`src/rtl/des_io_sequencer.sv`:
```
// Pad-side byte sequencer for the DES core: synchronises the slow I/O strobe, assembles
// 64-bit key/text words, runs the core with a timeout and streams the result out MSB first.
module des_io_sequencer #(
  parameter int TIMEOUT_CYCLES = 1024,
  parameter int SYNC_STAGES    = 2
) (
  input  logic        wb_clk_i,
  input  logic        wb_rst_i,
  input  logic        io_clk_i,
  input  logic [7:0]  io_in_byte,
  input  logic        io_in_valid,
  input  logic        io_in_sel,
  output logic [7:0]  io_out_byte,
  output logic        io_out_valid,
  output logic [7:0]  io_out_oeb,
  output logic [63:0] core_key,
  output logic [63:0] core_text,
  output logic        core_start,
  input  logic        core_done,
  input  logic [63:0] core_result,
  output logic        busy,
  output logic        key_loaded,
  output logic        err_timeout,
  output logic [2:0]  fsm_state
);

  localparam int TW = $clog2(TIMEOUT_CYCLES) + 1;

  typedef enum logic [2:0] {
    S_IDLE  = 3'd0,
    S_LOAD  = 3'd1,
    S_START = 3'd2,
    S_WAIT  = 3'd3,
    S_EMIT  = 3'd4
  } state_t;

  state_t state, state_next;

  logic [SYNC_STAGES-1:0] clk_sync, vld_sync, sel_sync;
  logic [7:0]             byte_sync [SYNC_STAGES];
  logic                   clk_prev;
  logic                   tick, s_valid, s_sel;
  logic [7:0]             s_byte;

  logic [63:0]   key_reg, text_reg, out_reg;
  logic [3:0]    cnt;
  logic          cur_sel;
  logic [TW-1:0] timer;
  logic [2:0]    idx;
  logic [63:0]   out_shift;

  logic cap, fresh, key_done, tmr_clr, tmr_inc, tmo, latch, idx_inc;

  // All pad inputs share the same chain depth so the byte/valid/sel seen at tick
  // are the values the host held stable around the io_clk rise.
  always_ff @(posedge wb_clk_i or posedge wb_rst_i) begin
    if (wb_rst_i) begin
      clk_sync <= '0;
      vld_sync <= '0;
      sel_sync <= '0;
      clk_prev <= 1'b0;
      for (int i = 0; i < SYNC_STAGES; i++) byte_sync[i] <= '0;
    end else begin
      clk_sync     <= {clk_sync[SYNC_STAGES-2:0], io_clk_i};
      vld_sync     <= {vld_sync[SYNC_STAGES-2:0], io_in_valid};
      sel_sync     <= {sel_sync[SYNC_STAGES-2:0], io_in_sel};
      clk_prev     <= clk_sync[SYNC_STAGES-1];
      byte_sync[0] <= io_in_byte;
      for (int i = 1; i < SYNC_STAGES; i++) byte_sync[i] <= byte_sync[i-1];
    end
  end

  assign tick    = clk_sync[SYNC_STAGES-1] & ~clk_prev;
  assign s_valid = vld_sync[SYNC_STAGES-1];
  assign s_sel   = sel_sync[SYNC_STAGES-1];
  assign s_byte  = byte_sync[SYNC_STAGES-1];

  always_ff @(posedge wb_clk_i or posedge wb_rst_i) begin
    if (wb_rst_i) state <= S_IDLE;
    else          state <= state_next;
  end

  always_comb begin
    state_next = state;
    cap        = 1'b0;
    fresh      = 1'b0;
    key_done   = 1'b0;
    tmr_clr    = 1'b0;
    tmr_inc    = 1'b0;
    tmo        = 1'b0;
    latch      = 1'b0;
    idx_inc    = 1'b0;
    case (state)
      S_IDLE: begin
        if (tick && s_valid) begin
          cap        = 1'b1;
          fresh      = 1'b1;
          state_next = S_LOAD;
        end
      end
      S_LOAD: begin
        if (tick && s_valid) begin
          cap = 1'b1;
          // A select flip abandons the partial word's count but not its register contents.
          if (s_sel != cur_sel) begin
            fresh = 1'b1;
          end else if (cnt == 4'd7) begin
            if (cur_sel) begin
              state_next = S_START;
            end else begin
              key_done   = 1'b1;
              state_next = S_IDLE;
            end
          end
        end
      end
      S_START: begin
        tmr_clr    = 1'b1;
        state_next = S_WAIT;
      end
      S_WAIT: begin
        if (core_done) begin
          latch      = 1'b1;
          state_next = S_EMIT;
        end else if (timer == TW'(TIMEOUT_CYCLES - 1)) begin
          tmo        = 1'b1;
          state_next = S_IDLE;
        end else begin
          tmr_inc = 1'b1;
        end
      end
      S_EMIT: begin
        if (tick) begin
          if (idx == 3'd7) state_next = S_IDLE;
          else             idx_inc    = 1'b1;
        end
      end
      default: state_next = S_IDLE;
    endcase
  end

  always_ff @(posedge wb_clk_i or posedge wb_rst_i) begin
    if (wb_rst_i) begin
      key_reg     <= '0;
      text_reg    <= '0;
      out_reg     <= '0;
      cnt         <= '0;
      cur_sel     <= 1'b0;
      timer       <= '0;
      idx         <= '0;
      key_loaded  <= 1'b0;
      err_timeout <= 1'b0;
    end else begin
      if (cap) begin
        if (s_sel) text_reg <= {text_reg[55:0], s_byte};
        else       key_reg  <= {key_reg[55:0], s_byte};
      end
      if (fresh)    cnt <= 4'd1;
      else if (cap) cnt <= cnt + 4'd1;
      if (fresh) cur_sel <= s_sel;
      if (key_done)              key_loaded <= 1'b1;
      else if (cap && !s_sel)    key_loaded <= 1'b0;
      if (tmr_clr)      timer <= '0;
      else if (tmr_inc) timer <= timer + 1'b1;
      if (tmo) err_timeout <= 1'b1;
      if (latch) out_reg <= core_result;
      if (latch)        idx <= '0;
      else if (idx_inc) idx <= idx + 3'd1;
    end
  end

  assign out_shift    = out_reg << {idx, 3'b000};
  assign io_out_valid = (state == S_EMIT);
  assign io_out_oeb   = (state == S_EMIT) ? 8'h00 : 8'hFF;
  assign io_out_byte  = (state == S_EMIT) ? out_shift[63:56] : 8'h00;
  assign core_start   = (state == S_START);
  assign busy         = (state == S_START) || (state == S_WAIT) || (state == S_EMIT);
  assign core_key     = key_reg;
  assign core_text    = text_reg;
  assign fsm_state    = state;

endmodule

```
`config.mk`:
```
export PLATFORM = sky130hd
export DESIGN_NAME = des_io_sequencer
export DESIGN_NICKNAME = d
export VERILOG_FILES = /design/src/rtl/des_io_sequencer.sv
export SDC_FILE = /design/constraint.sdc
export NUM_CORES = 1
export LEC_CHECK = 0
export ABC_AREA = 1
export CAP_MARGIN = 25
export CORE_MARGIN = 10
export CORE_UTILIZATION = 45
export CTS_CLUSTER_SIZE = 24
export DETAILED_ROUTE_END_ITERATION = 8
export PLACE_DENSITY = 0.76
export SETUP_SLACK_MARGIN = 0.05
export SLEW_MARGIN = 20
export SYNTH_ARGS = -nofsm -noshare
export SYNTH_HDL_FRONTEND = slang
export SYNTH_SLANG_ARGS = --single-unit
```
`constraint.sdc`:
```
create_clock -name wb_clk_i -period 10 [get_ports wb_clk_i]
set_input_delay 3 -clock wb_clk_i [delete_from_list [all_inputs] [get_ports wb_clk_i]]
set_output_delay 3 -clock wb_clk_i [all_outputs]
set_load 0.01 [all_outputs]
```
# Word level (Yosys, flattened, before mapping)
# Cells that the tools add are included.
# totals
register_bits	239
mem_bits_ro	0
out_inout_bits	152
latchBits	0
elab_cells	94
input_bits	78
n_memories	0
ram_bits	0
# classes
shifts	1
muxes	42
n_div	0
n_reduce_logical	14
mul	0
n_eq_ne	15
bitwise	3
n_addsub	3
n_lt_le_gt_ge	0
# ops
operator	n
$shl 64x6->64	1
$mux 3	10
$mux 1	23
$mux 11	2
$mux 8	2
$pmux 3 s5	1
$add 11x1->11 const B	1
$eq 11x10->1 const B	1
$mux 4	2
$ne 2x2->1 const B	4
$reduce_bool 2->1	4
$reduce_and 7->1	1
$eq 3x2->1 const B	2
$eq 3x3->1 const B	2
$add 4x1->4 const B	1
$eq 4x3->1 const B	1
$ne 2x1->1 const B	2
$reduce_and 2->1	2
$add 3x1->3 const B	1
$eq 3x1->1 const B	1
$logic_not 3->1	1
$ne 3x3->1 const B	1
$logic_and 1x1->1	2
$logic_or 1x1->1	2
7 further kinds	8

# Depth between registers and ports, before layout
# depth
depth_word	8
ltp_mapped	10
depth_no_buf	9

# Least setup slack after synthesis
# OpenSTA, ideal clock, no wires.
# synth_timing
kind	reg-to-output
start	register state[1] (netlist: fsm_state[1])
end	output port io_out_byte[6]
arrival_time_ns	1.322
n_path_buf	0
stages_incl_launch_ff	6
t_required_ns	7.000
setup_slack_ns	5.678
path_cell_list	dfrtp_1 > inv_1 > nand3_1 > inv_2 > nand2_1 > nor2_1
# synth_between
elab_chain_len	2
# synth_rtl
item	line_no	source
from (decl)	37	state_t state, state_next;
from (signal assigned)	80	else state <= state_next;
$eq 3x3->1	--	
named net io_out_valid	14	output logic io_out_valid,
$mux 8	175	assign io_out_byte = (state == S_EMIT) ? out_shift[63:56] : 8'h00;
to (decl)	13	output logic [7:0] io_out_byte,
# The timed path passes the listed nets, and every way through them passes these cells.

# Worst setup path after layout
# layout_timing
start	register idx[0]
end	output port io_out_byte[3]
# layout_between
elab_chain_len	2
# layout_rtl
item	line_no	source
from (decl)	49	logic [2:0] idx;
from (signal assigned)	168	else if (idx_inc) idx <= idx + 3'd1;
$shl 64x6->64	172	assign out_shift = out_reg << {idx, 3'b000};
$mux 8	175	
# No other way between the ends.

==> flow_metrics.py <==
metrics = {
    "clock_tree": {
        "post-cts-setup-buffers": 0,
        "clk_pin_slew_ns": 0.06,
        "insertion_delay_ns": 0.51,
        "clk_path_buf_depth": 3,
        "htreeDepth": 1,
        "cts_buffers": 26,
        "cts-resized-gates": 0,
        "root_buffer": "clkbuf_16",
        "cts_hold_buf": 0,
        "cts_sinks": 239,
        "cts_tree": "yes",
    },
    "layout": {
        "final_cells": 1596,
        "area_growth_pct": 32.17,
        "n_antenna_cell": 0,
        "nNetsFinal": 1385,
        "drive_above_1_share_pct": 4.315,
        "final_cell_mix": "nand2_1 (347), dfrtp_1 (239), clkdlybuf4s50_1 (229)",
        "mostFrequentLayoutCell": "nand2_1",
    },
    "yosys": {
        "synthArstFlopShare_pct": 100.0,
        "synth.avg_cell_area_um2": 8.841,
        "synth_ff_type": "dfrtp_1",
        "syn_nets": 1187,
        "synth_edf_count": 0,
        "synth_cell_types": 26,
        "mappedNetlistArea_um2": 9769,
        "ys_ff_latch": 239,
        "netlist_instances": 1105,
        "yosysWarnings": 0,
        "ys_seq_area_share_pct": 61.22,
    },
    "power": {
        "ir_drop_v": 0.0001668,
        "cellPowerDensity_nw_per_um2": 237.0,
        "leakage_nw": 6.306,
    },
    "global_routing": {
        "antenna_found_initial": 0,
        "grt_pass1_vias": 7879,
        "grt_max_degree": 121,
        "gr-total-overflow": 0,
        "track_usage_pct": 18.26,
        "grt_pass1_wl_mm": 42.42,
    },
    "drt": {
        "vias_per_cell": 4.862,
        "drc": 0,
        "wire_per_inst_um": 16.41,
        "postRouteWirelength_mm": 26.19,
        "drt_iter0_drc": 606,
        "ant_nets": 0,
        "vias": 7760,
        "firstDrtPassIters": 5,
    },
    "sta": {
        "period_minus_slack_ns": 6.469,
        "timing.final.ws_setup_ns": 3.531,
        "finalSetupViolations": 0,
        "min_period_over_period_pct": 64.69,
        "rsz0062_at_grt": "no",
        "skew_ns": 0.009200,
        "max_slew.worst_pin.slew_ns": 0.9773,
        "maxSlewHeadroom_pct": 34.85,
        "fmax_mhz": 154.6,
        "fin_tns_setup_ns": 0,
        "hold_violations": 0,
        "drv_slew": 0,
    },
    "status": {
        "status": "completed",
    },
    "critical_path": {
        "cp_slowest_stage_delay_ns": 0.98,
        "path_max_fanout": 38,
        "path_cells": "inv_1 > a21oi_1 > o21ai_0 > nand3_1 > nand2_1 > nor2_1 > clkdlybuf4s50_1",
        "cp_slowest_cell": "dfrtp_1",
        "required_ns": 7.00,
        "crit_type": "reg2out",
        "critPathLaunchType": "flip-flop",
        "cp.arrival_ns": 3.47,
        "cp-end-kind": "output port",
    },
    "floorplan": {
        "rows": 53,
        "die_width_um": 167.3,
        "die_h_um": 167.3,
        "core_area_um2": 21220,
        "ios": 230,
        "die_area_um2": 28000,
        "initial_utilization_pct": 46.04,
    },
    "run": {
        "max-cap-violations": 0,
    },
    "worst_hold_path": {
        "hold_class": "reg2reg",
    },
    "place": {
        "placed_cells": 1550,
        "detailedPlace.worstSlack_ns": 4.137,
        "routabilityCongestion": 0.9034,
        "hpwl_mm": 18.63,
        "port_buffers": 229,
    },
}
## routing by layer
layer  track usage (%)  wire, um  up-vias
li1                  -         -     3864
met1             22.90     11030     3654
met2             30.36     12740      207
met3             5.314      1837       35
met4             4.542       578        0
met5                 0         0        -
## stage by stage
step | hold slack, ns | power, mW | area, um2 | utilization, %
6_report | 0.3461 | 3.060 | 12910 | 60.85
4_1_cts | 0.3486 | 3.097 | 12900 | 60.81
5_1_grt | 0.3563 | 3.252 | 12910 | 60.85
3_3_place_gp | 0.3316 | 2.155 | 12100 | 57.00
3_5_place_dp | 0.3356 | 2.182 | 12100 | 57.00
2_1_floorplan | 0.3312 | 1.742 | 9769 | -
## power breakdown
| group | switching [mW] | internal, mW |
|---|---|---|
| Clock | 0.371 | 0.524 |
| Combinational | 0.396 | 0.389 |
| Sequential | 0.184 | 1.20 |
## Yosys cell counts (2+ instances only)
library cell | instances | area, um2
nand2_1 | 347 | 1303
dfrtp_1 | 239 | 5981
inv_1 | 100 | 375.4
nor2_1 | 86 | 322.8
o21ai_0 | 78 | 390.4
o21ai_1 | 75 | 375.4
a21oi_1 | 45 | 225.2
nand3_1 | 35 | 175.2
buf_2 | 29 | 145.1
clkbuf_1 | 18 | 67.56
buf_4 | 12 | 90.09
nand4_1 | 9 | 56.30
buf_6 | 5 | 56.30
ha_1 | 4 | 50.05
inv_2 | 4 | 15.01
nand2_2 | 4 | 25.02
nor3_1 | 3 | 15.01
a21o_1 | 2 | 15.01
o31ai_1 | 2 | 15.01
or2_2 | 2 | 12.51
## logic make-up after synthesis
group                      count (synthesis)  share of synthesized area, %
AOI/OAI and AO/OA                        202                         10.45
xor gates and xnor gates                   2                        0.1793
adders and majority gates                  4                        0.5123
buffers and inverters                    169                         7.710
DFF                                      239                         61.22
and+or+nand+nor                          489                         19.93
## cell type report
class                      count  area, um2
fill                        1840       8308
sequential                   239       5981
inverter                     105      401.6
tap                          275      344.1
clock buffer                  40      763.2
clock inverter                 6      43.79
multi-input combinational    697       3049
timing repair buffer         234       2330
## final timing paths
path                       cells after the start  slack (ns)                        to                     from
setup / recovery                               7        3.53            io_out_byte[3]       idx[0]$_DFFE_PP0P_
hold / removal                                 0        0.35       s_byte[7]$_DFF_PP0_  byte_sync[15]$_DFF_PP0_
setup reg to reg                               6        7.43  core_key[61]$_DFFE_PP0P_    sel_sync[1]$_DFF_PP0_
hold reg to reg                                0        0.35       s_byte[7]$_DFF_PP0_  byte_sync[15]$_DFF_PP0_
max in group asynchronous                      3        5.62        cnt[3]$_DFFE_PP0P_                 wb_rst_i
min in group asynchronous                      2        3.00   byte_sync[14]$_DFF_PP0_                 wb_rst_i
## critical path, delay by kind of cell, from the launching register on
| kind | cells | cell delay, ns |
|---|---|---|
| flops | 1 | 0.98 |
| buf+inv | 2 | 1.23 |
| simple gates | 3 | 0.26 |
| compound gates | 2 | 0.45 |
No activity file was read; power rests on OpenSTA's default activity.
